[src/rtl/inst_fetch.sv]
// Instruction-fetch sequencer: PC -> imem req/ack -> decode.
// Produces next sequential PC and a one-cycle PC write per fetch.
module inst_fetch #(
   parameter int WIDTH   = 16,
   parameter int PC_STEP = 2,
   parameter int TIMEOUT = 15
) (
   input  logic             clock,
   input  logic             reset,
   input  logic [WIDTH-1:0] pcCur,
   output logic [WIDTH-1:0] nextInst,
   output logic             pcWrite,
   output logic             memReq,
   output logic [WIDTH-1:0] memAddr,
   input  logic             memAck,
   input  logic [WIDTH-1:0] memData,
   output logic [WIDTH-1:0] inst,
   output logic             instValid,
   input  logic             stall,
   input  logic             flush,
   output logic             fetchErr
);

   typedef enum logic [1:0] {
      S_REQ,
      S_WAIT,
      S_HOLD
   } state_t;

   localparam logic [3:0]       LP_TMO  = 4'(TIMEOUT);
   localparam logic [WIDTH-1:0] LP_STEP = WIDTH'(PC_STEP);

   state_t           r_state;
   state_t           w_next;
   logic             w_take;
   logic             w_drop;
   logic [WIDTH-1:0] r_fetchPc;
   logic [WIDTH-1:0] r_nextInst;
   logic [WIDTH-1:0] r_memAddr;
   logic [WIDTH-1:0] r_inst;
   logic             r_pcWrite;
   logic             r_memReq;
   logic             r_instValid;
   logic             r_fetchErr;
   logic             r_discard;
   logic [3:0]       r_cnt;

   always_ff @(posedge clock) begin
      if (reset) r_state <= S_REQ;
      else       r_state <= w_next;
   end

   always_comb begin
      w_next = r_state;
      w_take = 1'b0;
      w_drop = 1'b0;
      unique case (r_state)
         S_REQ: begin
            if (!flush) w_next = S_WAIT;
         end
         S_WAIT: begin
            if (memAck) begin
               // a flush landing on the ack cycle kills the data too
               if (r_discard || flush) begin
                  w_drop = 1'b1;
                  w_next = S_REQ;
               end else begin
                  w_take = 1'b1;
                  w_next = S_HOLD;
               end
            end
         end
         S_HOLD: begin
            if (flush || !stall) w_next = S_REQ;
         end
         default: w_next = S_REQ;
      endcase
   end

   always_ff @(posedge clock) begin
      if (reset) begin
         r_fetchPc   <= '0;
         r_nextInst  <= '0;
         r_memAddr   <= '0;
         r_inst      <= '0;
         r_pcWrite   <= 1'b0;
         r_memReq    <= 1'b0;
         r_instValid <= 1'b0;
         r_fetchErr  <= 1'b0;
         r_discard   <= 1'b0;
         r_cnt       <= '0;
      end else begin
         r_pcWrite <= 1'b0;
         unique case (r_state)
            S_REQ: begin
               r_instValid <= 1'b0;
               if (!flush) begin
                  r_memAddr <= pcCur;
                  r_fetchPc <= pcCur;
                  r_memReq  <= 1'b1;
               end
            end
            S_WAIT: begin
               if (w_take) begin
                  r_inst      <= memData;
                  r_instValid <= 1'b1;
                  r_pcWrite   <= 1'b1;
                  r_nextInst  <= r_fetchPc + LP_STEP;
                  r_memReq    <= 1'b0;
               end else if (w_drop) begin
                  r_memReq  <= 1'b0;
                  r_discard <= 1'b0;
               end else if (flush) begin
                  r_discard <= 1'b1;
               end
               // counter saturates; the bus keeps waiting after the error
               if (memAck) begin
                  r_cnt <= '0;
               end else if (r_cnt != LP_TMO) begin
                  r_cnt <= r_cnt + 4'd1;
                  if (r_cnt + 4'd1 == LP_TMO) r_fetchErr <= 1'b1;
               end
            end
            S_HOLD: begin
               if (flush || !stall) r_instValid <= 1'b0;
            end
            default: ;
         endcase
      end
   end

   assign nextInst  = r_nextInst;
   assign pcWrite   = r_pcWrite;
   assign memReq    = r_memReq;
   assign memAddr   = r_memAddr;
   assign inst      = r_inst;
   assign instValid = r_instValid;
   assign fetchErr  = r_fetchErr;

endmodule

[config.mk]
export PLATFORM = sky130hd
export DESIGN_NAME = inst_fetch
export DESIGN_NICKNAME = d
export VERILOG_FILES = /design/src/rtl/inst_fetch.sv
export SDC_FILE = /design/constraint.sdc
export NUM_CORES = 1
export LEC_CHECK = 0
export ABC_AREA = 1
export BUFFER_PORTS_ARGS = -buffer_cell sky130_fd_sc_hd__buf_2
export CORE_MARGIN = 2
export CORE_UTILIZATION = 53
export CTS_CLUSTER_SIZE = 40
export DETAILED_ROUTE_END_ITERATION = 6
export GPL_TIMING_DRIVEN = 0
export PLACE_DENSITY = 0.8
export SKIP_LAST_GASP = 1
export SLEW_MARGIN = 20
export SYNTH_ARGS = -nofsm -noshare
export SYNTH_HDL_FRONTEND = slang
export SYNTH_SLANG_ARGS = --single-unit
[constraint.sdc]
create_clock -name clock -period 1.9 [get_ports clock]
set_input_delay 0.095 -clock clock [delete_from_list [all_inputs] [get_ports clock]]
set_output_delay 0.095 -clock clock [all_outputs]
set_load 0.05 [all_outputs]
# == After elaboration in Yosys (flattened, before gate mapping) ==
# Index checks and enable logic that the tools add are counted.
# word_totals
register_bits,59
latchBits,0
ramBits,0
rom_bits,0
input_bits,37
out_inout_bits,52
word_cells,65
memories,0
# classes
n_addsub,2
n_mul,0
n_div,0
magnitude_cmp,0
n_eq_ne,9
shift,0
mux,23
bitwise,4
reduce_logical,17
# op_table
cell,count
$add 16x2->16 const B,1
$mux 1,14
$reduce_and 3->1,4
$mux 2,4
$mux 4,2
$ne 2x2->1 const B,4
$pmux 2 s3,1
$reduce_and 2->1,3
$reduce_bool 2->1,3
$add 4x1->4 const B,1
$eq 4x4->1 const B,1
$ne 4x4->1 const B,1
$not 1->1,4
$reduce_and 4->1,1
$ne 3x3->1 const B,1
$pmux 1 s3,1
$reduce_bool 3->1,1
$eq 2x1->1 const B,1
$eq 2x2->1 const B,1
$logic_not 2->1,1
$logic_or 1x1->1,2
$pmux 1 s2,1
$reduce_or 2->1,1
$logic_not 1->1,1

# == Depth between registers and ports, before layout ==
# Gate-level depths: netlist of the first run.
# logic_depth
depth_word,7
mapped_depth,10
mapped_depth_nobuf,8

# == Worst setup path after synthesis of the first run ==
# OpenSTA, ideal clock, no wires.
# synth_path
path_type,register to register
start,register memAddr[1] (netlist name)
end,"register r_nextInst[9], in the netlist nextInst[9]"
setup_time_ps,113
arrival_time_ps,1571
required_ps,1787
setup_slack_ps,216
stages_incl_launch_ff,9
path_buffers,0
period_less_slack_ps,1684
cell_sequence,dfxtp_1 -> ha_1 -> nand2_1 -> nor2_1 -> nand2_1 -> nand2_1 -> nand2_1 -> o21ai_1 -> inv_1
# synth_lines
item,line,source
to (signal assigned),108,r_nextInst <= r_fetchPc + LP_STEP;
to (decl),38,logic [WIDTH-1:0] r_nextInst;

==> run summary, run 1 <==
Signed area change from the synthesized netlist to the final layout: 34.85%. The switching share of power was 0.2949. In the layout the commonest cells are buf_2 (90), nor2_1 (84), dfxtp_1 (59). Walking the worst path, the cells encountered are ha_1, nand3_1, nor2_1, nand3_1, nand2_1, nand3_1, nand2_1, inv_1. The filler cells instantiated in the layout total 355. The H-tree was split into 3 levels. In the final routed layout, each cell accounts on average for 13.53 µm. The global routing usage summed across all routing layers came out at 0.2836. The final layout contains 494 nets. The tools report the detailed-route DRC error count as 0. The biggest area contributor in the post-synthesis netlist is dfxtp_1. Along the worst path, the maximum fanout reaches 5.

The buffers plus inverters on the worst setup path was 1; the horizontal extent of the die was 72.61 µm. The clock root buffer is clkbuf_8. The worst hold path passes through 3 cells.

The run gives 0.5614 as the initial standard-cell utilization of the core. In this design, the largest share of critical-path delay is due to simple AND/OR/NAND/NOR gates. Number of cell rows: 24. The number of nets with antenna violations after routing is 0, and the I/O pin count is 89.

The depth of the most critical reg-to-reg path came out at 8. Counting stages on the worst path, the most repeated cell is nand3_1. Averaged over all synthesized cells, the footprint is 7.338 µm².

The number of flops mapped to enable cells by yosys was 0; the half-perimeter wire length after placement was 4514 µm. Final hold analysis gives a worst-case slack of 0.01244 ns. IR analysis of the VDD net gives a maximum drop of 0.5943 mV. The number of maximum-capacitance violations was 0; the number of flip-flops and latches in the synthesized netlist was 59. The count of buffers added on input and output ports is 87.

The netlist uses 25 different library cells. The fraction of synthesized cell area taken by the top area cell type is 0.4734, and the final setup skew is 0.005082 ns. Summed over all failing endpoints, the final setup total negative slack is 0 ns. After layout, the worst setup slack is 0.3970 ns. Clock tree synthesis inserted a total of 9 buffers. The worst setup path is captured at a flip-flop.

For the number of pins with negative max-slew slack in the final report, the log shows 0. After technology mapping, the gate count stands at 340. In this run the power density over the cells is 922.5 nW/µm².

Detailed routing inserted a total of 2632 vias. The run finished with clean final reports. In this run the worst hold path is classified as input pin to flip-flop. The fraction of registers with async set/reset works out to 0.

Initial antenna violation count: 0. The final core utilization was 0.7570. Before CTS, the worst setup slack after placement is 0.4503 ns. The tree built by TritonCTS fans out to 59 sinks. The design draws 3.104 mW. In this run the number of cells on the critical path is 8. The initial detailed-routing violation count was 217; the overall overflow remaining after global route was 0.

The pin count of the biggest net entering global routing was 11. Synthesized net count: 380. The setup path with the least slack is of type flip-flop to flip-flop. The number of global-route vias before repair is 2567. Most common cell after layout, fill and taps aside: buf_2. The fraction of power consumed by sequential logic is 0.437.

In this run the vertical extent of the chip is 72.61 µm. The internal power of the cells totals 2.189 mW. The combinational share of power came out at 0.170. The number of optimization iterations in the first detailed-route pass came out at 4. Cell with the biggest individual delay on the critical path: dfxtp_1. Final RePlAce weighted congestion: 0.8668. Summed over all cells, the static leakage comes to 1.635 nW. The period utilization is 0.7910, and the slew at the pin with the worst max-slew slack is 0.5847 ns.

Data on the critical path is required at its endpoint by 2.14 ns. The detail-routed via count per cell works out to 5.151. The wire length of the first global-routing pass came out at 11440 µm.

Counting along the longest clock path gives a buffer depth of 2. The clock latency at the later pin of the worst-skew pair was 0.34 ns; the number of setup violations in the final report was 0. Most used flip-flop cell after synthesis: dfxtp_1.

For this block, the routed nets add up to 6915 µm of wire. For the max-slew headroom at the worst pin, the log shows 0.6102. STA classifies the critical path startpoint as a flip-flop. The tools report the count of endpoints failing hold in the final timing report as 0.

The area of the mapped netlist came out at 2495 µm². The number of inserted diodes is 0, and the switching power is 0.9152 mW. The die covers 5272 µm².

TritonCTS built the clock tree. The largest single stage delay on the critical path is 0.40 ns. The sequential element share of the synthesized area is 0.4734. The total of warnings raised by yosys was 0. Setup repair after global routing left no endpoint under its margin. Ranked by total cell area, the synthesized netlist is headed by dfxtp_1 (47%), nor2_1 (13%), o21ai_0 (7.4%). The core region is 4444 µm².

After clock tree synthesis, the clock-pin slew on the worst setup and hold paths is 0.07 ns. The tools report the critical path data arrival time as 1.74 ns. The share of post-route cells with drive strength above 1 was 0.2636. For the maximum achievable frequency, the log shows 665.4 MHz. The final critical delay including setup and external delays came out at 1.503 ns. The logs give 0.394 for the share of power burned in the clock network and 0 for the number of buffers inserted by post-CTS setup repair.
cells in the mapped netlist, types with 3 or more instances:
cell,n
clkbuf_1,5
nand3_1,17
xor2_1,3
dfxtp_1,59
nand4_1,5
xnor2_1,3
nor2_1,84
nand2_1,47
inv_1,29
ha_1,3
a21oi_1,22
buf_6,3
o21ai_1,5
o21ai_0,37
buf_2,3
worst min-delay path: stages:
cell and delay (ns):
buf_2 0.07, o21ai_0 0.07, nor2_1 0.08
power by group through the flow:
stage | Combinational, mW | Sequential, mW | Clock [mW]
2_1_floorplan | 0.160 | 1.57 | 0
3_3_place_gp | 0.489 | 1.38 | 0
3_5_place_dp | 0.495 | 1.38 | 0
4_1_cts | 0.522 | 1.35 | 1.24
5_1_grt | 0.570 | 1.36 | 1.29
6_report | 0.526 | 1.36 | 1.22
routing by layer:
| metal | global-route usage | part of all wire |
|---|---|---|
| met1 | 0.3339 | 0.40 |
| met2 | 0.4889 | 0.50 |
| met3 | 0.08011 | 0.072 |
| met4 | 0.1070 | 0.020 |
| met5 | 0 | 0 |
repair_timing:
action                    in CTS  in global routing
hold buffers                  16                  0
gates resized for setup        0                  0
hold endpoints to repair      16                  0
cell families after synthesis:
kind of cell             Yosys count  share of synthesized area
AND/OR/NAND/NOR                  158                     0.2603
AO/OA/AOI/OAI                     67                     0.1419
adder cells (fa/ha/maj)            3                    0.01505
flip-flops                        59                     0.4734
XOR/XNOR                           6                    0.02107
buffers and inverters             47                    0.08826
per-stage QoR:
stage                     std cells  instance area [µm²]
after floorplan                 340                 2495
after global placement          479                 2995
after detailed placement        479                 2995
after CTS                       511                 3364
after global routing            511                 3364
final                           511                 3364
path summary, 6_finish.rpt:
path	start	slack (ns)	end
worst max-delay path	memAddr[1]	0.40	nextInst[15]
worst min-delay path	pcCur[9]	0.01	memAddr[9]
worst max register to register	memAddr[1]	0.40	nextInst[15]
worst min register to register	fetchErr	0.45	fetchErr
final cells by class:
| cell class | count | area (µm²) | area share |
|---|---|---|---|
| plain buffers | 16 | 103.9 | 0.03087 |
| clock buffers | 11 | 131.4 | 0.03905 |
| clock inverters | 5 | 77.57 | 0.02306 |
| inverters | 31 | 116.4 | 0.03459 |
| multi-input cells | 234 | 1094 | 0.3250 |
| flip-flops and latches | 59 | 1181 | 0.3511 |
| well taps | 52 | 65.06 | 0.01934 |
| repair buffers | 103 | 595.6 | 0.1770 |
registers in the layout (all words and copies together) (netlist names):
name / cells
fetchErr: 1
inst: 16
instValid: 1
memAddr: 16
memReq: 1
nextInst: 16
pcWrite: 1
r_cnt: 4
r_discard: 1
r_state: 2
Note: power is estimated with default switching activity, not from simulation.
==> run 2, diff against run 1 <==
- ABC_AREA: 1 -> 0
- CORE_UTILIZATION: 53 -> 44
- PLACE_DENSITY: 0.8 -> 0.71
- clock period: 1.9 -> 1.3 ns (I/O delays scaled with it)
==> run summary, run 2 <==
The worst register-to-register path begins at r_state[1]. The period utilization came out at 1.140. The cell type contributing the most total cell area after synthesis was dfxtp_1. The synthesized design contains 59 register bits. The run gives 674.5 MHz as the maximum achievable frequency. The critical path is of the flip-flop to flip-flop type.

For the worst-skew pair, the clock arrives at the later sink with an insertion delay of 0.34 ns. In the routed layout, each cell is associated on average with a via count of 5.062. For the finished layout, the period the worst path requires is 1.483 ns. For the total length of routed wires, the log shows 7511 µm. Among all flip-flop cells after synthesis, the most frequent one is dfxtp_1. The floorplan step defined a die boundary enclosing 6079 µm².

The tools report the number of pins with negative max-slew slack in the final report as 0. The tools report the fraction of power consumed by sequential logic as 0.413. The die height is 77.97 µm, and the maximum level of the CTS H-tree is 3.

The tools report the leakage dissipation as 1.601 nW. The first global-routing pass estimated 11430 µm of wire. Entering global routing, the biggest net connects 11 pins. The critical path goes through nand3b_1, or3_4, clkbuf_16, nand2_1, a21oi_1. Share of post-route cells with drive strength above 1: 0.3958.

Along the worst path, the maximum fanout reaches 7. The run gives 444 as the placed instance count. Non-filler instance count after layout: 502. Yosys attributes the largest share of cell area to dfxtp_1 (49%), nand2_1 (11%), a21oi_1 (8.1%). TritonCTS built the clock tree. The number of maximum-capacitance violations was 0; the register-to-register setup slack was -0.18 ns. For this design, the slowest cell found on the critical path is or3_4. The power per cell area came out at 1227 nW/µm². nand2_1 is the most common cell in the netlist.

The floorplan has 26 rows. The area of the mapped netlist came out at 2407 µm². The tools report the half-perimeter wire length after placement as 4602 µm. For hold timing, the worst endpoint is r_cnt[2]. The overall overflow remaining after global route came out at 0. Setup repair after global routing could not meet its margin everywhere. Worst flop-to-flop path endpoint: nextInst[2]. The floorplan step defined a core boundary enclosing 5205 µm². The switching share of power is 0.2681.

The synthesized net count was 327. The worst-case vdd ir drop is 1.251 mV, and the share of power burned in the clock network is 0.432. The per-instance average area after synthesis was 8.388 µm². The tightest min-delay check is of the input pin to flip-flop type. Startpoint of the tightest hold check path: memAck. During synthesis, Yosys emitted a total of 0 warnings. The buffers plus inverters on the worst setup path is 1. Leaving out fill and tap cells, the most frequent cell in the layout is buf_2. The count of buffers added on input and output ports is 87. The met3 track utilization from global routing was 0.05698. The first detailed-routing pass ran for 4 iterations.

89 I/O pins were placed. In this run the horizontal extent of the chip is 77.97 µm. For the count of endpoints failing hold in the final timing report, the log shows 0. The worst setup path is launched from a flip-flop. The tree built by TritonCTS fans out to 59 sinks.

The fraction of registers with async set/reset was 0; the global routing usage summed across all routing layers was 0.2419. The commonest cells after synthesis are nand2_1 (73), dfxtp_1 (59), a21oi_1 (39), nor2_1 (25), xnor2_1 (13). The netlist uses 30 different library cells. For the initial standard-cell utilization of the core, the log shows 0.4625. Kind of cell adding the most delay to the critical path: simple AND/OR/NAND/NOR gates. Data on the critical path arrives at its endpoint at 1.68 ns. The count of nets left with antenna violations once routing finished came out at 0. The clock passes through at most 2 buffers. The count of cells along the worst hold path came out at 3. For the initial antenna violation count, the log shows 0.

The run gives 1.49 ns as the required time at the endpoint of the critical path. 0 antenna diodes ended up in the layout. Measured in cells, the most critical reg-to-reg path has a length of 5.

The final-stage net count came out at 467. Buffers inserted during clock tree synthesis total 9. The congestion estimate from routability-driven global placement came to 0.8503.

The run finished, with violations left. The switching power is 1.271 mW, and the critical path's largest stage delay is 0.43 ns. Setup violations remaining at the end of the flow were counted as 40. At the pin with the least slew margin, the transition time is 0.6628 ns.

STA classifies the critical path endpoint as a flip-flop. The logs give 0.4906 for the sequential element share of the synthesized area and 3.470 mW for the cell internal power dissipation. The final core utilization is 0.7423. For the max-slew headroom at the worst pin, the log shows 0.5582.

The run gives 2541 as the total via count after detailed routing. The fraction of synthesized cell area taken by the top area cell type was 0.4906. The final setup skew was 0.009764 ns. The run gives -0.1826 ns as the setup slack after layout. The tree is rooted in a clkbuf_8. The met2 capacity usage during global routing is 0.4112. The most crowded layer after global routing is met2. Compared with the post-synthesis result, the final layout area differs by 60.50%. The final reports fail on negative setup slack. Number of global-route vias before repair: 2465. The combinational share of power came out at 0.155. In the layout the commonest cells are buf_2 (87), nand2_1 (67), dfxtp_1 (42). The global routing met1 resource utilization came out at 0.2780.

After clock tree synthesis, the clock-pin slew on the worst setup and hold paths is 0.07 ns. The worst hold margin was 0.06470 ns. The number of flops mapped to enable cells by yosys was 0. The average routed wire per standard cell works out to 14.96 µm. Synthesis produced 287 cells. In this run, the number of DRC markers left after iteration 0 of detailed routing was 124. For this run, design rule violations remaining after detail routing come to 0.
==> run 2: changes by cell type after synthesis, sizes merged, moves of 3 or more <==
cell / change
nor4: +4
nand3: -9
clkbuf: +4
a21oi: +16
nor3: +7
o21ai: -41
nor2: -63
inv: -26
buf: -3
nand2: +25
xnor2: +10
a211oi: +13
==> run 2: worst max-delay path by stage <==
| stage | end | slack [ns] | cells past startpoint | start |
|---|---|---|---|---|
| 2_1_floorplan | nextInst[15] | -0.03 | 4 | memAddr[12] |
| 3_3_place_gp | memAddr[10] | -0.22 | 4 | r_state[1] |
| 3_5_place_dp | nextInst[2] | -0.27 | 6 | r_state[0] |
| 4_1_cts | nextInst[0] | -0.11 | 5 | r_state[1] |
| 5_1_grt | nextInst[6] | -0.24 | 6 | r_state[1] |
| 6_report | nextInst[2] | -0.18 | 5 | r_state[1] |
==> run 2: tightest hold or removal path, stage by stage <==
cell	delay [ns]
buf_2	0.11
o21bai_1	0.10
a211oi_1	0.07
==> run 2: stage by stage <==
step	setup TNS, ns	power, mW	cell area [µm²]	worst slack [ns]
floorplan	-0.06667	2.393	2486	-0.02927
global placement	-8.535	2.569	3009	-0.2194
detailed placement	-10.14	2.580	3009	-0.2683
CTS	-3.319	4.695	3680	-0.1079
global route	-7.644	4.902	3864	-0.2411
finish	-4.098	4.741	3864	-0.1826
==> run 2: what timing repair did <==
| item | 4_1_cts | 5_1_grt |
|---|---|---|
| setup buffers | 4 | 5 |
| hold endpoints to repair | 33 | 0 |
| setup endpoints to repair | 49 | 49 |
| pin swaps | 0 | 8 |
| hold buffers | 33 | 0 |
| gates resized for setup | 20 | 28 |
| cloned | 0 | 2 |
==> run 2: per-layer routing <==
metal / vias up / part of all wire
met3: 23 / 0.045
met4: 0 / 0.037
met2: 74 / 0.52
met1: 1190 / 0.40
met5: - / 0
li1: 1254 / -
==> run 2: power by group through the flow <==
stage	registers (mW)	clock network, mW	logic (mW)
5_1_grt	1.97	2.15	0.786
6_report	1.96	2.05	0.735
4_1_cts	1.96	2.06	0.682
3_3_place_gp	1.99	0	0.577
2_1_floorplan	2.20	0	0.196
3_5_place_dp	1.99	0	0.586
==> run 2: layout make-up <==
class / count / area (µm²)
clock buffers: 11 / 141.4
well taps: 70 / 87.58
fillers: 383 / 1341
flip-flops and latches: 59 / 1235
clock inverters: 5 / 100.1
multi-input cells: 206 / 1276
repair buffers: 131 / 887.1
plain buffers: 15 / 117.6
inverters: 5 / 18.77
==> run 2: cell families (layout without fill, tap and decap cells) <==
| family | after synthesis | in the layout | synth area share |
|---|---|---|---|
| and+or+nand+nor | 127 | 127 | 0.2427 |
| AOI/OAI and AO/OA | 60 | 60 | 0.1528 |
| DFF | 59 | 59 | 0.4906 |
| buffers and inverters | 22 | 167 | 0.03950 |
| xor gates and xnor gates | 15 | 15 | 0.05458 |
| adders and majority gates | 3 | 3 | 0.01559 |
| muxes | 1 | 1 | 0.004158 |
